**src/rtl/fifo_write_arbiter.sv**
```systemverilog
// Two-requester round-robin write arbiter feeding a single FIFO write port.
// Grants are held for up to BURST words, then handed to the other requester if it is waiting.
module fifo_write_arbiter #(
  parameter int WIDTH = 8,
  parameter int BURST = 4
) (
  input  logic             clk,
  input  logic             reset,
  input  logic             a_valid,
  input  logic [WIDTH-1:0] a_data,
  output logic             a_ready,
  input  logic             b_valid,
  input  logic [WIDTH-1:0] b_data,
  output logic             b_ready,
  input  logic             fifo_space_available,
  output logic             fifo_write_strobe,
  output logic [WIDTH-1:0] fifo_write_data,
  output logic [1:0]       grant,
  output logic [7:0]       burst_count
);

  typedef enum logic [1:0] {
    IDLE    = 2'b00,
    GRANT_A = 2'b01,
    GRANT_B = 2'b10
  } state_t;

  localparam logic [7:0] LAST_WORD = 8'(BURST - 1);

  state_t state;
  logic   last;  // 0 = A granted most recently, 1 = B
  logic   xfer_a, xfer_b, xfer, cur_valid, burst_done, rel;

  assign grant   = state;
  assign a_ready = state[0] & fifo_space_available;
  assign b_ready = state[1] & fifo_space_available;

  assign xfer_a = a_valid & a_ready;
  assign xfer_b = b_valid & b_ready;
  assign xfer   = xfer_a | xfer_b;

  assign fifo_write_strobe = xfer;
  assign fifo_write_data   = state[0] ? a_data : b_data;

  assign cur_valid  = state[0] ? a_valid : b_valid;
  assign burst_done = xfer && (burst_count == LAST_WORD);
  // A stalled FIFO never releases a grant by itself; only a dropped valid or a full burst does.
  assign rel        = (state != IDLE) && (!cur_valid || burst_done);

  always_ff @(posedge clk or posedge reset) begin
    if (reset) begin
      state       <= IDLE;
      burst_count <= 8'd0;
      last        <= 1'b1;
    end else begin
      case (state)
        IDLE: begin
          burst_count <= 8'd0;
          if (a_valid && (!b_valid || last)) begin
            state <= GRANT_A;
            last  <= 1'b0;
          end else if (b_valid) begin
            state <= GRANT_B;
            last  <= 1'b1;
          end
        end
        GRANT_A: begin
          if (rel) begin
            burst_count <= 8'd0;
            if (b_valid) begin
              state <= GRANT_B;
              last  <= 1'b1;
            end else if (a_valid) begin
              state <= GRANT_A;
              last  <= 1'b0;
            end else begin
              state <= IDLE;
            end
          end else if (xfer) begin
            burst_count <= burst_count + 8'd1;
          end
        end
        GRANT_B: begin
          if (rel) begin
            burst_count <= 8'd0;
            if (a_valid) begin
              state <= GRANT_A;
              last  <= 1'b0;
            end else if (b_valid) begin
              state <= GRANT_B;
              last  <= 1'b1;
            end else begin
              state <= IDLE;
            end
          end else if (xfer) begin
            burst_count <= burst_count + 8'd1;
          end
        end
        default: begin
          state       <= IDLE;
          burst_count <= 8'd0;
        end
      endcase
    end
  end

endmodule

```
**config.mk**
```make
export PLATFORM = sky130hd
export DESIGN_NAME = fifo_write_arbiter
export DESIGN_NICKNAME = d
export VERILOG_FILES = /design/src/rtl/fifo_write_arbiter.sv
export SDC_FILE = /design/constraint.sdc
export NUM_CORES = 1
export LEC_CHECK = 0
export ABC_AREA = 1
export BUFFER_PORTS_ARGS = -buffer_cell sky130_fd_sc_hd__buf_2
export CAP_MARGIN = 10
export CORE_MARGIN = 2
export CORE_UTILIZATION = 40
export DETAILED_ROUTE_END_ITERATION = 8
export GPL_ROUTABILITY_DRIVEN = 0
export PLACE_DENSITY = 0.69
export RECOVER_POWER = 25
export SYNTH_ARGS = -nofsm -noshare
export SYNTH_HDL_FRONTEND = slang
export SYNTH_SLANG_ARGS = --single-unit
export TNS_END_PERCENT = 30
```
**constraint.sdc**
```tcl
create_clock -name clk -period 2.3 [get_ports clk]
set_input_delay 0.115 -clock clk [delete_from_list [all_inputs] [get_ports clk]]
set_output_delay 0.115 -clock clk [all_outputs]
set_load 0.005 [all_outputs]
```
# --- Yosys cells after proc, flatten, opt, wreduce, memory -nomap -nowiden ---
# Index checks and enable logic that the tools add are counted.
totals:
  regBits: 11
  latchBits: 0
  ramBits: 0
  rom_bits: 0
  inputBits: 21
  out_inout_bits: 21
  word_cells: 52
  memories: 0
classes:
  add_sub_neg: 1
  multipliers: 0
  div_mod_pow: 0
  magnitude_cmp: 0
  n_eq_ne: 8
  n_shift: 0
  muxes: 22
  n_bitwise: 5
  n_reduce_logical: 13
ops:
  columns: ["operator", "n"]
  rows:
  - ["8-bit two-way mux", 4]
  - ["2-bit two-way mux", 7]
  - ["1-bit two-way mux", 9]
  - ["8-bit by 1-bit adder with 8-bit output (second input constant)", 1]
  - ["8-bit by 2-bit == test with 1-bit output (second input constant)", 1]
  - ["3-bit != test (second input constant)", 2]
  - ["2-bit case mux with 3 select lines", 1]
  - ["1-bit AND", 4]
  - ["2-bit != test (second input constant)", 2]
  - ["4-bit AND reduction", 1]
  - ["1-bit logical AND", 3]
  - ["3-bit by 1-bit != test with 1-bit output (second input constant)", 1]
  - ["1-bit case mux with 3 select lines", 1]
  - ["3-bit AND reduction", 1]
  - ["3-bit nonzero test", 1]
  - ["2-bit by 1-bit == test with 1-bit output (second input constant)", 1]
  - ["2-bit == test (second input constant)", 1]
  - ["1-bit zero test", 2]
  - ["2-bit zero test", 1]
  - ["1-bit logical OR", 2]
  - ["2-bit nonzero test", 1]
  - ["2-bit OR reduction", 1]
  - ["1-bit bitwise OR", 1]

# --- Depth between registers and ports, before layout ---
# Gate-level depths: netlist of the first run.
depth:
  ltp_word: 8
  mapped_depth: 11
  mapped_depth_nobuf: 11

# --- Worst setup path after synthesis of the first run ---
# No wires, ideal clock.
synth_path:
  kind: "flip-flop to flip-flop"
  from: "reg state[0], in the netlist grant[0]"
  to: "reg burst_count[1]"
  setup_time_ns: 0.083
  arrival_time_ns: 1.849
  required_ns: 2.217
  path_slack_ns: 0.368
  stages_incl_launch_ff: 9
  n_path_buf: 2
  synth_period_minus_slack_ns: 1.932
  path_cell_list: "dfrtp_1 -> buf_2 -> clkinv_1 -> ha_1 -> clkbuf_1 -> inv_1 -> nor2_2 -> nand3_1 -> o21ai_0"
synth_between:
  elab_chain_len: 8
  elab_cells_between_ends: 15
  cone_classes: "eq/ne (3); mux (3); bitwise (3); reduce/logical (6)"
synth_rtl:
  columns: ["item", "line", "text"]
  rows:
  - ["start: declaration", "30", "state_t state;"]
  - ["start signal: assignment", "52", "state <= IDLE;"]
  - ["start signal: assignment", "60", "state <= GRANT_A;"]
  - ["start signal: assignment", "63", "state <= GRANT_B;"]
  - ["1-bit AND", "35", "assign a_ready = state[0] & fifo_space_available;"]
  - ["1-bit AND", "38", "assign xfer_a = a_valid & a_ready;"]
  - ["1-bit bitwise OR", "40", "assign xfer = xfer_a | xfer_b;"]
  - ["1-bit logical AND", "46", "assign burst_done = xfer && (burst_count == LAST_WORD);"]
  - ["1-bit logical OR", "48", "assign rel = (state != IDLE) && (!cur_valid || burst_done);"]
  - ["1-bit logical AND", "48", null]
  - ["8-bit two-way mux", "68", "if (rel) begin"]
  - ["8-bit two-way mux", null, null]
  - ["end signal: assignment", "80", "burst_count <= burst_count + 8'd1;"]
  - ["end signal: assignment", "96", "burst_count <= burst_count + 8'd1;"]
  - ["end: declaration", "19", "output logic [7:0] burst_count"]
# Parallel ways exist; a longest one is shown, timed or not.
# A chain may end at the register's enable or synchronous reset.

# --- Worst setup path after layout of the first run ---
# Same ends and word-level chain as after synthesis.

==> impl_results.md, run 1 <==
- Drt first-iter violations: 38
- Cts hold-fix bufs: 1
- R2r worst-path depth: 6
- Crit. End Element: flip-flop
- Max Freq: 573 MHz
- Start point of the critical path: grant[0]
- Worst EP arrival: 1.94 ns
- H-tree depth: 1
- Final TNS setup: 0 ns
- RSZ-0062 raised after global routing: false
- Placed Cells: 224
- Initial antenna violation count: 0
- Netlist cell types: 24
- Vias/cell: 4.95
- Final cycle utilization of the critical path: 0.759
- Cell row count: 17
- Die Y: 53.6 microns
- Clock Path Buffers: 2
- Post-cts sizing count: 0
- HP Class: input port to flip-flop
- Root Buffer: clkbuf_4
- Core Area: 0.00228 sq mm
- Slew Limit Fails: 0
- CP required: 2.49 ns
- Commonest non-fill, non-tap cell in the layout: nand2_1
- Drt pass-1 iters: 4
- Initial Util: 0.433
- Share of layout cells above drive strength 1: 0.264
- Setup Viol. Count Final: 0
- WHS: 0.224 ns
- Met1 usage: 0.259
- GR met2 Demand/Resource: 0.319
- Design area: 0.00124 sq mm
- Status: completed
- Share of Yosys cell area claimed by the top area cell type: 0.254
- Post-synthesis instance total: 158
- Final cell count without fillers: 229
- Global-route met3 utilization: 0.0333
- Routed len/inst: 10.3 microns
- Final net count: 228
- Register clock-pin slew on the reported worst setup and hold paths: 0.08 ns
- Area grow syn2layout: 25.6%
- Worst slew pin tran: 0.427 ns
- Pwr dens: 848 mW/mm^2
- Post-route ant nets: 0
- Total wire length: 2360 microns
- Cell Area, Placed: 0.00120 sq mm
- Post-CTS setup buffers: 0
- Post-synthesis register bit count: 11
- Clk Latency, worst-skew pair: 0.27 ns
- # IOs: 42
- DR DRC count: 0
- GRT Max-Usage Layer: met2
- Skew final: 0.00147 ns
- Slew HR: 0.715
- TritonCTS buffer count: 3
- Worst Path Max Fanout: 10
- Detail Placement HPWL: 1900 microns
- CP Class: flip-flop to flip-flop
- WHS Path Cells: 4
- Post-synth top area cell: dfrtp_1
- Die ar.: 0.00288 sq mm
- Via Count: 1134
- Crit start category: flip-flop
- Hold Path Origin: b_valid
- Largest cells by area after synthesis: dfrtp_1 (25%), nand2_1 (24%), nand3_1 (8.1%), inv_1 (8.0%), ha_1 (6.3%)
- Vias in the first global route: 990
- Grt total ovfl: 0
- Buffers on Ports: 41
- RR Startpoint: grant[0]
- Synth Cell Area: 986 sq um
- # diodes: 0
- DIE WIDTH: 53.6 microns
- Largest net degree at the start of global routing: 16
- Overall routing resource usage: 0.195
- Syn avg cell area: 6.24 sq um
- Pleak: 0.785 nW
- Synth Net Count: 184
- Syn. warnings: 0
- Final hold vios: 0
- Tmin final: 1.75 ns
- Max_cap viols: 0
- Sink Count: 11
- Worst vdd ir: 0.549 mV
- Commonest non-fill, non-tap cells in the layout: nand2_1 (62), buf_2 (41), inv_1 (21), nand3_1 (16)
- First-pass GRT wire length: 4170 microns
- CTS tree: yes
- Post-synthesis sequential area ratio: 0.280
[synth_stat cells]
| cell type | count |
|---|---|
| o211ai_1 | 2 |
| or2_1 | 1 |
| inv_2 | 1 |
| nand2_4 | 1 |
| clkbuf_1 | 1 |
| clkinv_1 | 1 |
| o21ai_0 | 3 |
| xnor2_1 | 2 |
| dfstp_2 | 1 |
| nand2_2 | 4 |
| buf_2 | 1 |
| dfrtp_1 | 10 |
| nand3_1 | 16 |
| a21oi_1 | 4 |
| inv_1 | 21 |
| nor2_1 | 10 |
| nor2_2 | 1 |
| nand4_1 | 6 |
| o32ai_1 | 1 |
| buf_6 | 2 |
| nand2_1 | 62 |
| o21bai_1 | 1 |
| ha_1 | 5 |
| xor2_1 | 1 |
[critical path: stages, from the launching register on]
cell      delay, ns
dfrtp_1        0.35
clkinv_1       0.22
ha_1           0.57
inv_1          0.09
nor2_2         0.26
nand3_1        0.11
o21ai_0        0.07
[per-layer routing]
metal / share of wire / up-vias
li1: - / 583
met1: 0.46 / 513
met2: 0.47 / 36
met3: 0.051 / 2
met4: 0.011 / 0
met5: 0 / -
[state kept, by name, indices dropped and copies added, names as in the netlist]
register / flops
burst_count: 8
grant: 2
last: 1
[where the power goes]
part	switching (mW)	internal, mW	total (mW)
logic	0.417	0.234	0.651
registers	0.0321	0.231	0.263
clock network	0.0687	0.0670	0.136
[cell families (layout without fill, tap and decap cells)]
family / Yosys count / in the layout / share of synthesized area
adder cells (fa/ha/maj): 5 / 5 / 0.0635
AO/OA/AOI/OAI: 11 / 11 / 0.0673
AND/OR/NAND/NOR: 101 / 101 / 0.443
buffers and inverters: 27 / 70 / 0.119
XOR/XNOR: 3 / 3 / 0.0267
flip-flops: 11 / 11 / 0.280
[stage by stage]
step | setup slack, ns | total power [mW] | utilization
after floorplan | 0.368 | 0.742 | -
after global placement | 0.597 | 0.900 | 0.528
after detailed placement | 0.554 | 0.920 | 0.528
after CTS | 0.529 | 1.06 | 0.544
after global routing | 0.298 | 1.18 | 0.544
final | 0.553 | 1.05 | 0.544
[cell type report]
| class | count | area, sq um |
|---|---|---|
| tap | 28 | 35.0 |
| timing repair buffer | 43 | 223 |
| sequential | 11 | 277 |
| multi-input combinational | 120 | 592 |
| clock buffer | 4 | 26.3 |
| fill | 236 | 1040 |
| inverter | 23 | 86.3 |
[path summary, 6_finish.rpt]
check | to | slack (ns)
max | burst_count[1] | 0.55
min | burst_count[0] | 0.22
max reg2reg | burst_count[1] | 0.55
min reg2reg | last | 0.50
max in group asynchronous | last | 1.60
min in group asynchronous | burst_count[7] | 0.37
Power figures use the tool's default switching activity.
==> run 2, diff against run 1 <==
==> constraint.sdc (replaced) <==
create_clock -name clk -period 1.62 [get_ports clk]
set_input_delay 0.081 -clock clk [delete_from_list [all_inputs] [get_ports clk]]
set_output_delay 0.081 -clock clk [all_outputs]
set_load 0.005 [all_outputs]
==> run 2 against run 1 <==
Net effect:
- global-route usage increased by 0.76 points
- flip-flop and latch count unchanged
- total power increased by 51%
- clock skew increased by 0.0047 ns
- critical path type unchanged
==> impl_results.md, run 2 (same netlist as run 1, synthesis figures left out) <==
- Slew Limit Fails: 0 (unchanged)
- Comb power frac: 0.634 (+0.014)
- CP required: 1.81 ns (-0.68 ns)
- Fillers: 233 (-1.3%)
- Cell row count: 17 (unchanged)
- # IOs: 42 (unchanged)
- Net Sw Power: 762 uW (+47%)
- Register clock-pin slew on the reported worst setup and hold paths: 0.06 ns (-0.02 ns)
- Vias in the first global route: 1083 (+9.4%)
- Core Area: 0.00228 sq mm (unchanged)
- Final TNS setup: 0 ns (unchanged)
- Worst setup margin: 0.178 ns (-0.376 ns)
- Share of power burned in registers: 0.246 (-0.005)
- Max Freq: 693 MHz (+21%)
- Area grow syn2layout: 32.1%
- Max incr delay on CP: 0.46 ns (-0.11 ns)
- Via Count: 1136 (+0.18%)
- First-pass GRT wire length: 4310 microns (+3.3%)
- Most flop-heavy register: burst_count
- Tmin final: 1.44 ns (-0.304 ns)
- Largest net degree at the start of global routing: 16 (unchanged)
- Max_cap viols: 0 (unchanged)
- Sink Count: 11 (unchanged)
- Grt total ovfl: 0 (unchanged)
- Critical-path top delay cell: dfrtp_2
- CP Class: flip-flop to flip-flop
- Pint: 827 uW (+55%)
- TritonCTS buffer count: 3 (unchanged)
- Drt pass-1 iters: 4 (unchanged)
- Share of layout cells above drive strength 1: 0.309 (+0.0455)
- Post-route ant nets: 0 (unchanged)
- Setup Viol. Count Final: 0 (unchanged)
- Pleak: 0.816 nW (+3.9%)
- Clk pwr share: 0.120 (-0.009)
- Commonest non-fill, non-tap cells in the layout: nand2_1 (61), buf_2 (41), inv_1 (21), nand3_1 (16), nor2_1 (10)
- Worst vdd ir: 0.868 mV (+58%)
- Drt first-iter violations: 20 (-47%)
- Crit. End Element: flip-flop
- DR DRC count: 0 (unchanged)
- Routed len/inst: 10.6 microns (+3.0%)
- Final cycle utilization of the critical path: 0.890 (+0.131)
- Worst slew pin tran: 0.417 ns (-0.0104 ns)
- Final net count: 234 (+2.6%)
- Worst Path Max Fanout: 9 (-1)
- # diodes: 0 (unchanged)
- Initial antenna violation count: 0 (unchanged)
- Sw Ratio: 0.480 (-0.0138)
- Initial Util: 0.433 (unchanged)
- Area occupied by multi-input gates: 607 sq um (+2.5%)
- Clock Path Buffers: 2 (unchanged)
- CP top delay family: flip-flops
- Worst EP arrival: 1.63 ns (-0.31 ns)
- HP Class: input port to flip-flop
- Skew final: 0.00615 ns (+0.00468 ns)
- Slew HR: 0.722 (+0.00693)
- Detail Placement HPWL: 1980 microns (+4.6%)
- Commonest non-fill, non-tap cell in the layout: nand2_1
- Total wire length: 2490 microns (+5.7%)
- Reg area: 279 sq um (+0.91%)
- Buffers on Ports: 41 (unchanged)
- Place WS: 0.103 ns (-0.451 ns)
- Final hold vios: 0 (unchanged)
- Clk Latency, worst-skew pair: 0.28 ns (about the same)
- Vias/cell: 4.83 (-2.4%)
- Root Buffer: clkbuf_4
- Worst path bufs/invs: 2 (unchanged)
- Die ar.: 0.00288 sq mm (unchanged)
- Status: completed
- Crit start category: flip-flop
- H-tree depth: 1 (unchanged)
- Overall routing resource usage: 0.203 (+0.00759)
- DIE WIDTH: 53.6 microns (unchanged)
- Die Y: 53.6 microns (unchanged)
- Pwr dens: 1220 mW/mm^2 (+44%)
- Critical path, cell by cell: clkinv_2 > ha_1 > inv_1 > nor2_4 > nand3_1 > o21ai_0
- CTS tree: yes
- Max reg flops: 8 (unchanged)
==> run 2: final timing paths <==
| path | from | to | slack (ns) | cells past startpoint |
|---|---|---|---|---|
| worst min register to register | last | last | 0.47 | 2 |
| max in group asynchronous | reset | grant[0] | 0.96 | 3 |
| min in group asynchronous | reset | burst_count[6] | 0.34 | 3 |
| worst min-delay path | b_valid | burst_count[0] | 0.17 | 4 |
| worst max-delay path | grant[0] | burst_count[1] | 0.18 | 6 |
| worst max register to register | grant[0] | burst_count[1] | 0.18 | 6 |
==> run 2: tightest hold or removal path: stages <==
cell and delay (ns):
buf_2 0.11, nand2_1 0.08, nand3_1 0.07, a21oi_1 0.05
==> run 2: repair_timing <==
item	CTS	global route
hold buffers	1	0
endpoints found under the setup margin	0	10
buffers inserted	0	2
gates resized for setup	0	5
hold endpoints to repair	10	0
==> run 2: routing by layer <==
metal	global-route usage	part of all wire	up-vias
met4	0.0983	0.023	0
met2	0.370	0.51	29
met1	0.234	0.42	502
met3	0.0222	0.037	7
li1	-	-	598
met5	0	0	-
==> run 2: cell type report <==
cell class	count	area share
Sequential cell	11	0.214
Tap cell	28	0.0269
Timing Repair Buffer	49	0.206
Clock buffer	4	0.0202
Inverter	23	0.0672
Multi-Input combinational cell	120	0.466
==> run 2: power groups by stage <==
stage	sequential, mW	clock, mW	combinational (mW)
final	0.391	0.191	1.01
after global routing	0.398	0.210	1.17
after CTS	0.390	0.198	0.967
after detailed placement	0.394	0	0.963
after global placement	0.392	0	0.938
after floorplan	0.380	0	0.715
==> run 2: stage by stage <==
step	std cells	hold slack, ns	util	area [sq um]	total power [mW]
2_1_floorplan	158	-0.0673	-	1000	1.09
3_3_place_gp	228	0.0981	0.544	1240	1.33
3_5_place_dp	228	0.0979	0.544	1240	1.36
4_1_cts	233	0.161	0.560	1270	1.56
5_1_grt	235	0.209	0.572	1300	1.78
6_report	235	0.166	0.572	1300	1.59
==> run 3, diff against run 2 <==
--- a/config.mk
+++ b/config.mk
@@ -5,15 +5,15 @@
 export SDC_FILE = /design/constraint.sdc
 export NUM_CORES = 1
 export LEC_CHECK = 0
-export ABC_AREA = 1
 export BUFFER_PORTS_ARGS = -buffer_cell sky130_fd_sc_hd__buf_2
 export CAP_MARGIN = 10
 export CORE_MARGIN = 2
 export CORE_UTILIZATION = 40
 export DETAILED_ROUTE_END_ITERATION = 8
 export GPL_ROUTABILITY_DRIVEN = 0
-export PLACE_DENSITY = 0.69
+export PLACE_DENSITY = 0.7
 export RECOVER_POWER = 25
+export SETUP_SLACK_MARGIN = 0.3
 export SYNTH_ARGS = -nofsm -noshare
 export SYNTH_HDL_FRONTEND = slang
 export SYNTH_SLANG_ARGS = --single-unit
==> run 3 against run 2 <==
Net effect:
- the run now ends with negative setup slack left
- clock power rose by 6%
- critical path depth did not move
- first-iteration DRC count rose by 25%
==> impl_results.md, run 3 <==
- Final net count: 183 (-22%)
- Vias/cell: 5.49 (+14%)
- Max_cap viols: 0 (unchanged)
- Reg area: 278 sq um (-0.45%)
- Final cycle utilization of the critical path: 1.00 (+0.111)
- Core Area: 0.00217 sq mm (-4.7%)
- Slew Limit Fails: 0 (unchanged)
- DIE WIDTH: 51.4 microns (-4.3%)
- Largest family of logic cells by synthesized area: simple AND/OR/NAND/NOR gates
- H-tree depth: 1 (unchanged)
- Drt first-iter violations: 25 (+25%)
- Initial Util: 0.413 (-0.0197)
- Adder-cell share of the synthesized area: 0.0697 (+0.00628)
- Syn. warnings: 0 (unchanged)
- Detail Placement HPWL: 1850 microns (-6.9%)
- Routed len/inst: 14.5 microns (+37%)
- Placed Cells: 172 (-25%)
- Pleak: 0.666 nW (-18%)
- Worst EP arrival: 1.83 ns (+0.20 ns)
- Sink Count: 11 (unchanged)
- Grt total ovfl: 0 (unchanged)
- RSZ-0062 raised after global routing: true
- Post-Synth XOR/XNOR Area: 0.0586 (+0.0319)
- Clk Latency, worst-skew pair: 0.28 ns (about the same)
- DR DRC count: 0 (unchanged)
- HP Class: input port to flip-flop
- Worst setup margin: -0.00304 ns (-0.181 ns)
- Design area: 0.00143 sq mm (+9.8%)
- Worst Path Max Fanout: 6 (-3)
- Largest net degree at the start of global routing: 12 (-4)
- Slew HR: 0.705 (-0.0172)
- Most frequent cells after synthesis: nor2_1 (12), dfrtp_1 (10), mux2_2 (9)
- Final cell count without fillers: 184 (-22%)
- Post-synthesis instance total: 98 (-38%)
- Total power: 2.04 mW (+28%)
- Netlist cell types: 35 (+46%)
- Place WS: 0.00286 ns (-0.0999 ns)
- Commonest non-fill, non-tap cell in the layout: buf_2
- Layout Utilization: 0.659 (+0.0869)
- Post-synth top area cell: dfrtp_1
- Die Y: 51.4 microns (-4.3%)
- Failing checks: negative setup slack
- Share of Yosys cell area claimed by the top area cell type: 0.279 (+0.0251)
- TritonCTS buffer count: 3 (unchanged)
- Skew final: 0.00371 ns (-0.00243 ns)
- CTS tree: yes
- Crit start category: flip-flop
- Post-synthesis register bit count: 11 (unchanged)
- Synth Net Count: 124 (-33%)
- Metal2 WL: 1340 microns (+4.8%)
- Top Layer Used: met4
- Area grow syn2layout: 59.4%
- Cell row count: 17 (unchanged)
- Clock Path Buffers: 2 (unchanged)
- Total wire length: 2670 microns (+7.1%)
- Post-synthesis compound-gate area fraction: 0.167 (+0.100)
- Largest cells by area after synthesis: dfrtp_1 (28%), mux2_2 (11%), ha_1 (7.0%), nor2_1 (5.0%), xor2_1 (4.9%)
- First-pass GRT wire length: 3820 microns (-11%)
- Max reg flops: 8 (unchanged)
- Area occupied by multi-input gates: 711 sq um (+17%)
- # IOs: 42 (unchanged)
- Status: finished, violations left
- Synth Flop Type: dfrtp_1
- Worst vdd ir: 0.870 mV (+0.20%)
- Buffers on Ports: 41 (unchanged)
- Max Freq: 616 MHz (-11%)
- Fillers: 187 (-20%)
- Worst slew pin tran: 0.442 ns (+0.0258 ns)
- WL met1: 1090 microns (+2.8%)
- Syn avg cell area: 9.15 sq um (+47%)
- Final hold vios: 0 (unchanged)
- Setup Viol. Count Final: 1 (+1)
- Root Buffer: clkbuf_4
- Internal reg-to-reg setup slack: -0.003 ns (-0.18 ns)
- CP Class: flip-flop to flip-flop
- Async S/R FF share, synth: 1.00 (unchanged)
- Drt pass-1 iters: 4 (unchanged)
- Met3 WL: 178 microns (+93%)
- Most flop-heavy register: burst_count
- Register clock-pin slew on the reported worst setup and hold paths: 0.08 ns (+0.02 ns)
- Overall routing resource usage: 0.195 (-0.00834)
- Via Count: 1011 (-11%)
- Post-synth EDFFs: 0 (unchanged)
- Commonest non-fill, non-tap cells in the layout: buf_2 (40), buf_4 (10), mux2_2 (9), dfrtp_1 (9), nor2_1 (7)
- Pwr dens: 1420 mW/mm^2 (+17%)
- Tmin final: 1.62 ns (+0.181 ns)
- CP required: 1.83 ns (+0.02 ns)
- Synth Cell Area: 897 sq um (-9.0%)
- Mux share of post-synthesis cell area: 0.113 (+0.113)
- Crit. End Element: flip-flop
- Share of layout cells above drive strength 1: 0.628 (+0.319)
- Simple-gate area share of the yosys netlist: 0.240 (-0.203)
- Die ar.: 0.00264 sq mm (-8.4%)
- # diodes: 0 (unchanged)
- Post-route ant nets: 0 (unchanged)
- Vias in the first global route: 855 (-21%)
- Cell Area, Placed: 0.00124 sq mm (+0.10%)
- Initial antenna violation count: 0 (unchanged)
- Post-synthesis sequential area ratio: 0.308 (+0.0278)
- Most frequent cell after synthesis: nor2_1
## run 3: cell types whose count changed after synthesis, moves of 2 or more
cell | previous run | this run
nand2_1 | 62 | 7
a32oi_1 | 0 | 2
and2_1 | 0 | 4
nand4_1 | 6 | 4
nand2_2 | 4 | 0
inv_1 | 21 | 5
xor2_1 | 1 | 5
mux2_2 | 0 | 9
nand3_1 | 16 | 2
nor2_1 | 10 | 12
o21ai_0 | 3 | 6
## run 3: layout make-up
| cell class | count | area share |
|---|---|---|
| clock buffer | 4 | 0.0184 |
| inverter | 5 | 0.0166 |
| multi-input combinational | 79 | 0.497 |
| sequential | 11 | 0.194 |
| tap | 28 | 0.0245 |
| timing repair buffer | 57 | 0.249 |
## run 3: worst max-delay path, stage by stage, from the launching register on
cell,delay (ns)
dfrtp_2,0.46
clkinv_4,0.10
ha_4,0.24
nand2_2,0.07
o21ai_1,0.07
a221o_2,0.33
o32a_1,0.29
## run 3: worst paths after layout
path	start	cells past startpoint	to
worst max-delay path	grant[0]	6	last
worst min-delay path	fifo_space_available	3	burst_count[1]
worst max register to register	grant[0]	6	last
worst min register to register	last	1	last
max in group asynchronous	reset	3	last
min in group asynchronous	reset	3	burst_count[1]
## run 3: cell families after synthesis
| family | count (synthesis) |
|---|---|
| AOI/OAI and AO/OA | 21 |
| xor gates and xnor gates | 6 |
| adders and majority gates | 5 |
| buffers and inverters | 8 |
| DFF | 11 |
| muxes | 9 |
| and+or+nand+nor | 38 |
## run 3: report_power, final
group	internal [mW]	leakage, nW	switching, mW	total [mW]
registers	0.330	0.146	0.0596	0.390
clock network	0.0957	0.0150	0.106	0.202
logic	0.756	0.505	0.689	1.45
total	1.18	0.666	0.856	2.04
## run 3: layer usage
metal,GRT usage,vias up
met5,0,-
met4,0.0965,0
met3,0.0205,6
met2,0.327,54
met1,0.247,480
li1,-,471
## run 3: timing repair
item	in CTS	in global routing
pin swaps	0	11
setup endpoints to repair	21	21
buffers inserted	0	7
hold buffers	1	0
cloned	0	0
gates resized for setup	5	21
endpoints found under the hold margin	10	0
## run 3: stage by stage
step	TNS [ns]	hold slack, ns
floorplan	-0.178	-0.0673
global placement	0	0.0914
detailed placement	0	0.103
CTS	0	0.126
global route	-0.104	0.162
finish	-0.00304	0.149
